<file path="src/rtl/cpu_mem_pkg.sv">
// rtl/cpu_mem_pkg.sv - memory access size encoding, store FSM states and size helper
// Shared with the fetch unit so both agree on the size encoding.
package cpu_mem_pkg;

  typedef enum logic [1:0] {
    SIZE_BYTE = 2'b00,
    SIZE_HALF = 2'b01,
    SIZE_WORD = 2'b10,
    SIZE_RSVD = 2'b11
  } mem_size_e;

  typedef enum logic [1:0] {
    ST_IDLE  = 2'b00,
    ST_WRITE = 2'b01,
    ST_DONE  = 2'b10
  } store_state_e;

  // Reserved size maps to zero bytes; callers reject it before any write.
  function automatic logic [2:0] size_bytes(input mem_size_e size);
    case (size)
      SIZE_BYTE: return 3'd1;
      SIZE_HALF: return 3'd2;
      SIZE_WORD: return 3'd4;
      default:   return 3'd0;
    endcase
  endfunction

endpackage

</file>
<file path="src/rtl/store_lane_sel.sv">
// rtl/store_lane_sel.sv - picks byte k of a right-justified store operand, MSB first
// Byte k of an n-byte store is data[8*(n-k)-1 : 8*(n-k-1)].
module store_lane_sel
  import cpu_mem_pkg::*;
#(
  parameter int MBUS_WIDTH = 8,
  parameter int MDR_WIDTH  = 32
) (
  input  logic [MDR_WIDTH-1:0]  data_i,
  input  mem_size_e             size_i,
  input  logic [1:0]            k_i,
  output logic [MBUS_WIDTH-1:0] byte_o
);

  logic [2:0] n_bytes;
  logic [2:0] lane;

  always_comb begin
    n_bytes = size_bytes(size_i);
    lane    = n_bytes - 3'd1 - {1'b0, k_i};
    byte_o  = '0;
    if (n_bytes != 3'd0) begin
      byte_o = MBUS_WIDTH'(data_i >> (MBUS_WIDTH * int'(lane)));
    end
  end

endmodule

</file>
<file path="src/rtl/store_unit.sv">
// rtl/store_unit.sv - byte-serial big-endian store engine with ready handshake
// Optional STORE_UNIT_ALIGN_CHECK_EN rejects misaligned halfword/word stores.
module store_unit
  import cpu_mem_pkg::*;
#(
  parameter int MBUS_WIDTH = 8,
  parameter int ADDR_WIDTH = 32,
  parameter int MDR_WIDTH  = 32
) (
  input  logic                  clk,
  input  logic                  reset_n,
  input  logic                  write_enable,
  input  logic [ADDR_WIDTH-1:0] st_addr,
  input  logic [MDR_WIDTH-1:0]  st_data,
  input  logic [1:0]            st_size,
  output logic                  busy,
  output logic                  done,
  output logic                  error,
  output logic                  mem_we,
  output logic [ADDR_WIDTH-1:0] mem_waddr,
  output logic [MBUS_WIDTH-1:0] mem_wdata,
  input  logic                  mem_ready
);

  store_state_e          state_q;
  logic [ADDR_WIDTH-1:0] addr_q;
  logic [MDR_WIDTH-1:0]  data_q;
  mem_size_e             size_q;
  logic [1:0]            cnt_q;
  logic                  done_q;
  logic                  error_q;
  logic                  mem_we_q;
  logic [ADDR_WIDTH-1:0] mem_waddr_q;
  logic [MBUS_WIDTH-1:0] mem_wdata_q;

  mem_size_e             req_size;
  logic                  req_reject;
  logic                  idle;
  logic                  last_byte;
  logic [1:0]            lane_k;
  mem_size_e             lane_size;
  logic [MDR_WIDTH-1:0]  lane_data;
  logic [ADDR_WIDTH-1:0] lane_addr;
  logic [MBUS_WIDTH-1:0] lane_byte;

  assign req_size = mem_size_e'(st_size);
  assign idle     = (state_q == ST_IDLE);

  always_comb begin
    req_reject = (req_size == SIZE_RSVD);
`ifdef STORE_UNIT_ALIGN_CHECK_EN
    if ((req_size == SIZE_HALF) && st_addr[0]) req_reject = 1'b1;
    if ((req_size == SIZE_WORD) && (st_addr[1:0] != 2'b00)) req_reject = 1'b1;
`endif
  end

  // The lane path prepares the byte to present next: byte 0 of an incoming
  // request while idle, otherwise the byte after the one being accepted.
  assign lane_k    = idle ? 2'd0 : cnt_q + 2'd1;
  assign lane_size = idle ? req_size : size_q;
  assign lane_data = idle ? st_data : data_q;
  assign lane_addr = (idle ? st_addr : addr_q) + ADDR_WIDTH'(lane_k);
  assign last_byte = ({1'b0, cnt_q} == (size_bytes(size_q) - 3'd1));

  store_lane_sel #(
    .MBUS_WIDTH(MBUS_WIDTH),
    .MDR_WIDTH (MDR_WIDTH)
  ) u_lane_sel (
    .data_i(lane_data),
    .size_i(lane_size),
    .k_i   (lane_k),
    .byte_o(lane_byte)
  );

  always_ff @(posedge clk) begin
    if (!reset_n) begin
      state_q     <= ST_IDLE;
      addr_q      <= '0;
      data_q      <= '0;
      size_q      <= SIZE_BYTE;
      cnt_q       <= '0;
      done_q      <= 1'b0;
      error_q     <= 1'b0;
      mem_we_q    <= 1'b0;
      mem_waddr_q <= '0;
      mem_wdata_q <= '0;
    end else begin
      done_q  <= 1'b0;
      error_q <= 1'b0;
      case (state_q)
        ST_IDLE: begin
          if (write_enable) begin
            addr_q <= st_addr;
            data_q <= st_data;
            size_q <= req_size;
            cnt_q  <= '0;
            if (req_reject) begin
              state_q <= ST_DONE;
              done_q  <= 1'b1;
              error_q <= 1'b1;
            end else begin
              state_q     <= ST_WRITE;
              mem_we_q    <= 1'b1;
              mem_waddr_q <= lane_addr;
              mem_wdata_q <= lane_byte;
            end
          end
        end
        ST_WRITE: begin
          if (mem_ready) begin
            if (last_byte) begin
              state_q     <= ST_DONE;
              done_q      <= 1'b1;
              mem_we_q    <= 1'b0;
              mem_waddr_q <= '0;
              mem_wdata_q <= '0;
            end else begin
              cnt_q       <= cnt_q + 2'd1;
              mem_waddr_q <= lane_addr;
              mem_wdata_q <= lane_byte;
            end
          end
        end
        ST_DONE: begin
          state_q <= ST_IDLE;
        end
        default: begin
          state_q     <= ST_IDLE;
          mem_we_q    <= 1'b0;
          mem_waddr_q <= '0;
          mem_wdata_q <= '0;
        end
      endcase
    end
  end

  assign busy      = !idle;
  assign done      = done_q;
  assign error     = error_q;
  assign mem_we    = mem_we_q;
  assign mem_waddr = mem_waddr_q;
  assign mem_wdata = mem_wdata_q;

endmodule

</file>
<file path="config.mk">
export PLATFORM = sky130hd
export DESIGN_NAME = store_unit
export DESIGN_NICKNAME = d
export VERILOG_FILES = /design/src/rtl/cpu_mem_pkg.sv /design/src/rtl/store_lane_sel.sv /design/src/rtl/store_unit.sv
export SDC_FILE = /design/constraint.sdc
export NUM_CORES = 1
export LEC_CHECK = 0
export CORE_MARGIN = 8
export CORE_UTILIZATION = 28
export CTS_CLUSTER_DIAMETER = 60
export DETAILED_ROUTE_END_ITERATION = 8
export PLACE_DENSITY = 0.53
export SLEW_MARGIN = 5
export SYNTH_ARGS = -nofsm -noshare
export SYNTH_HDL_FRONTEND = slang
export SYNTH_HIERARCHICAL = 1
export SYNTH_SLANG_ARGS = --single-unit
</file>
<file path="constraint.sdc">
create_clock -name clk -period 4.05 [get_ports clk]
set_input_delay 0.81 -clock clk [delete_from_list [all_inputs] [get_ports clk]]
set_output_delay 0.81 -clock clk [all_outputs]
set_load 0.01 [all_outputs]
</file>
==> summary.txt <==
Finish
  – Share of cells above drive strength 1: 8.24%
  – ANT cells: 0
  – Fill cells: 2,290
  – Final net count: 962
  – Syn-to-layout area delta: 31.3%
  – Fin util: 37.0%
  – Final Non-Filler Cells: 1,178

Worst setup path
  – Reg2reg end: mem_waddr[26]
  – Family with the most delay on the worst path: simple AND/OR/NAND/NOR gates
  – Kind of critical path: in2reg
  – Critical Path Source Type: input pin
  – Critical path required time: 4.32 ns
  – CP bufs+invs: 2
  – WP data arrival: 3.61 ns
  – Slowest cell on crit path: nor4_1
  – Crit-path max FO: 6
  – CP Cell Sequence: clkdlybuf4s50_1 > nand2_1 > nand2_1 > ha_1 > inv_1 > fa_1 > nor4_1 > o2111ai_1 > nor3_1 > xor2_1 > o21ai_1
  – Crit path top cell by count: nand2_1
  – CP Capture Type: flop
  – R2R Path Start: state_q[1]
  – R2R setup slack: 0.75 ns
  – Worst path max stage delay: 0.59 ns
  – Worst r2r path cells: 12

Drt
  – 1st-iter DRT viols: 383
  – Routed WL: 18,700 µm
  – Vias: 5,611
  – DR vias/cell: 4.76
  – DRC Markers: 0
  – Final ANT Viol Nets: 0
  – WL/cell: 15.9 µm
  – Pre-antenna DRT Iters: 5

Yosys
  – Post-Synthesis Cells: 799
  – Seq cells post-synth: 113
  – Largest area contributor in the netlist: dfxtp_1
  – Count of flip-flops with a built-in enable after synthesis: 0
  – Most frequent cell after synthesis: nand2_1
  – Share of the synthesized area in the top cell type: 37.2%
  – Yosys cell types: 61
  – Synth top cells by count: nand2_1, dfxtp_1, a21oi_1, nor2_1, clkbuf_1
  – Net Count, Synth: 874
  – Dominant synthesized flop cell: dfxtp_1
  – Post-synthesis instance area: 6070 µm²
  – Sequential area share after synthesis: 37.2%
  – Fraction of registers with async set/reset: 0%
  – Synth area leaders: dfxtp_1, nand2_1, a21oi_1
  – Synth Warn #: 6
  – Synthesized area per cell: 7.60 µm²

Clock tree
  – CTS root buf: clkbuf_16
  – Worst skew pair latency: 0.42 ns
  – Post-CTS setup buffer count: 0
  – Clock transition at path regs: 0.05 ns
  – Resized Gates After CTS: 0
  – Cts hold-fix bufs: 0
  – Total CTS buffers: 17
  – CTS tree: done
  – H-tree lvl count: 4
  – CTS Sinks: 113
  – Bufs on Longest Clock Path: 2

STA
  – Final period util: 82.4%
  – Layout Skew: 0.0103 ns
  – Worst slew pin tran: 0.854 ns
  – Max Clk Rate: 300 MHz
  – RSZ-0062 raised after global routing: no
  – Hold Vio Cnt, Final: 0
  – Clock period minus worst slack: 3.34 ns
  – Fin. max-slew vios: 0
  – Slew HR: 43.1%
  – Worst hold slack: 0.444 ns
  – Final setup viols: 0
  – Setup TNS: 0 ns

Job
  – Count of max-cap constraint violations: 0

GRT
  – Initial antenna violation count: 0
  – Vias in the first global route: 5,467
  – Total gr overflow: 0
  – GR peak layer: met2
  – Grt met2 use: 22.9%
  – Met1 Use GR: 18.3%
  – Total track usage: 14.2%
  – Pin count of the biggest net entering global routing: 68
  – Met3 usage: 4.21%
  – First-pass GRT wire length: 29,900 µm

Placed design
  – Placed Instances: 1,148
  – Gp weighted congestion: 0.787
  – Post-DP HPWL: 13,000 µm
  – Buffers on Ports: 113

Min path
  – Hold_sp: mem_waddr[25]
  – Worst Hold Endpoint: mem_waddr[25]
  – Cells on Worst Hold Path: 2
  – Min-delay worst type: reg2reg

Floorplan
  – Die footprint: 26,700 µm²
  – Chip height: 163 µm
  – Starting Density: 28.2%
  – Area of the core: 21,600 µm²
  – Die Span X: 163 µm
  – Io pins: 114
  – Num rows: 54

Power and ir drop
  – Lkg Pwr: 3.13 nW
  – Pwr per Cell Area: 430 nW/µm²
  – VDD IR-drop max: 291 µV
  – Total Power: 3.43 mW

Status
  – Outcome: complete, no violations
-- cells by family after synthesis --
logic type,Yosys count,synth area share (%)
compound gates,167,17.2
fa+ha+maj,5,1.28
simple gates,386,28.0
xor+xnor,30,4.33
mux,34,7.27
flops,113,37.2
buf+inv,64,4.76
-- placed cells by master, fill, tap and decap left out, drive strengths merged, types with 2 or more instances in the layout --
| master | instances |
|---|---|
| a2111oi | 2 |
| a21boi | 8 |
| a21oi | 72 |
| a22oi | 18 |
| a31oi | 3 |
| a32oi | 2 |
| and2 | 4 |
| and3 | 7 |
| buf | 12 |
| bufinv | 2 |
| clkbuf | 19 |
| clkdlybuf4s50 | 113 |
| clkinv | 6 |
| clkinvlp | 3 |
| dfxtp | 113 |
| fa | 2 |
| ha | 3 |
| inv | 8 |
| mux2i | 25 |
| mux4 | 8 |
| nand2 | 293 |
| nand2b | 3 |
| nand3 | 5 |
| nand3b | 2 |
| nand4 | 2 |
| nand4b | 2 |
| nand4bb | 9 |
| nor2 | 40 |
| nor2b | 2 |
| nor3 | 8 |
| nor3b | 2 |
| nor4 | 3 |
| o2111ai | 2 |
| o211ai | 15 |
| o21a | 2 |
| o21ai | 35 |
| or3b | 2 |
| xnor2 | 8 |
| xor2 | 22 |
-- power breakdown --
group          internal [mW]  switching, mW
clock                  0.907          0.528
sequential              1.20         0.0502
combinational          0.339          0.409
-- sequential cells by signal (all words and copies together), names as in the netlist --
signal / cells
addr_q: 32
cnt_q: 2
data_q: 32
done: 1
error: 1
mem_waddr: 32
mem_wdata: 8
mem_we: 1
size_q: 2
state_q: 2
-- layer usage --
layer,share of wire [%],wire length (µm),up-vias
met5,0,0,-
met4,0.62,117,0
met3,6.5,1210,8
met2,46,8670,145
met1,47,8750,2578
li1,-,-,2880
-- area by class of cell --
| type | count | area (µm²) | area share (%) |
|---|---|---|---|
| inverter | 8 | 30.0 | 0.377 |
| tap | 280 | 350 | 4.39 |
| sequential | 113 | 2260 | 28.4 |
| clock inverter | 11 | 116 | 1.46 |
| timing repair buffer | 125 | 1250 | 15.6 |
| multi-input combinational | 622 | 3530 | 44.2 |
| clock buffer | 19 | 443 | 5.55 |
-- stage by stage --
step	area, µm²	setup slack, ns
floorplan	6070	0.287
global placement	7420	0.324
detailed placement	7420	0.254
CTS	7980	0.716
global route	7980	0.457
finish	7980	0.714
-- worst min-delay path, delay by kind of cell (launching register included) --
family / cells / cell delay, ns
DFF: 1 / 0.30
and+or+nand+nor: 1 / 0.05
AOI/OAI and AO/OA: 1 / 0.05
-- worst max-delay path by stage --
stage / start / to / slack (ns) / cells after the start
5_1_grt: state_q[0] / mem_waddr[26] / 0.46 / 12
2_1_floorplan: state_q[1] / mem_waddr[26] / 0.29 / 16
3_5_place_dp: st_addr[0] / mem_waddr[30] / 0.25 / 11
3_3_place_gp: st_addr[0] / mem_waddr[26] / 0.32 / 11
6_report: st_addr[0] / mem_waddr[26] / 0.71 / 11
4_1_cts: state_q[1] / mem_waddr[30] / 0.72 / 12
Note: power is estimated with default switching activity, not from simulation.
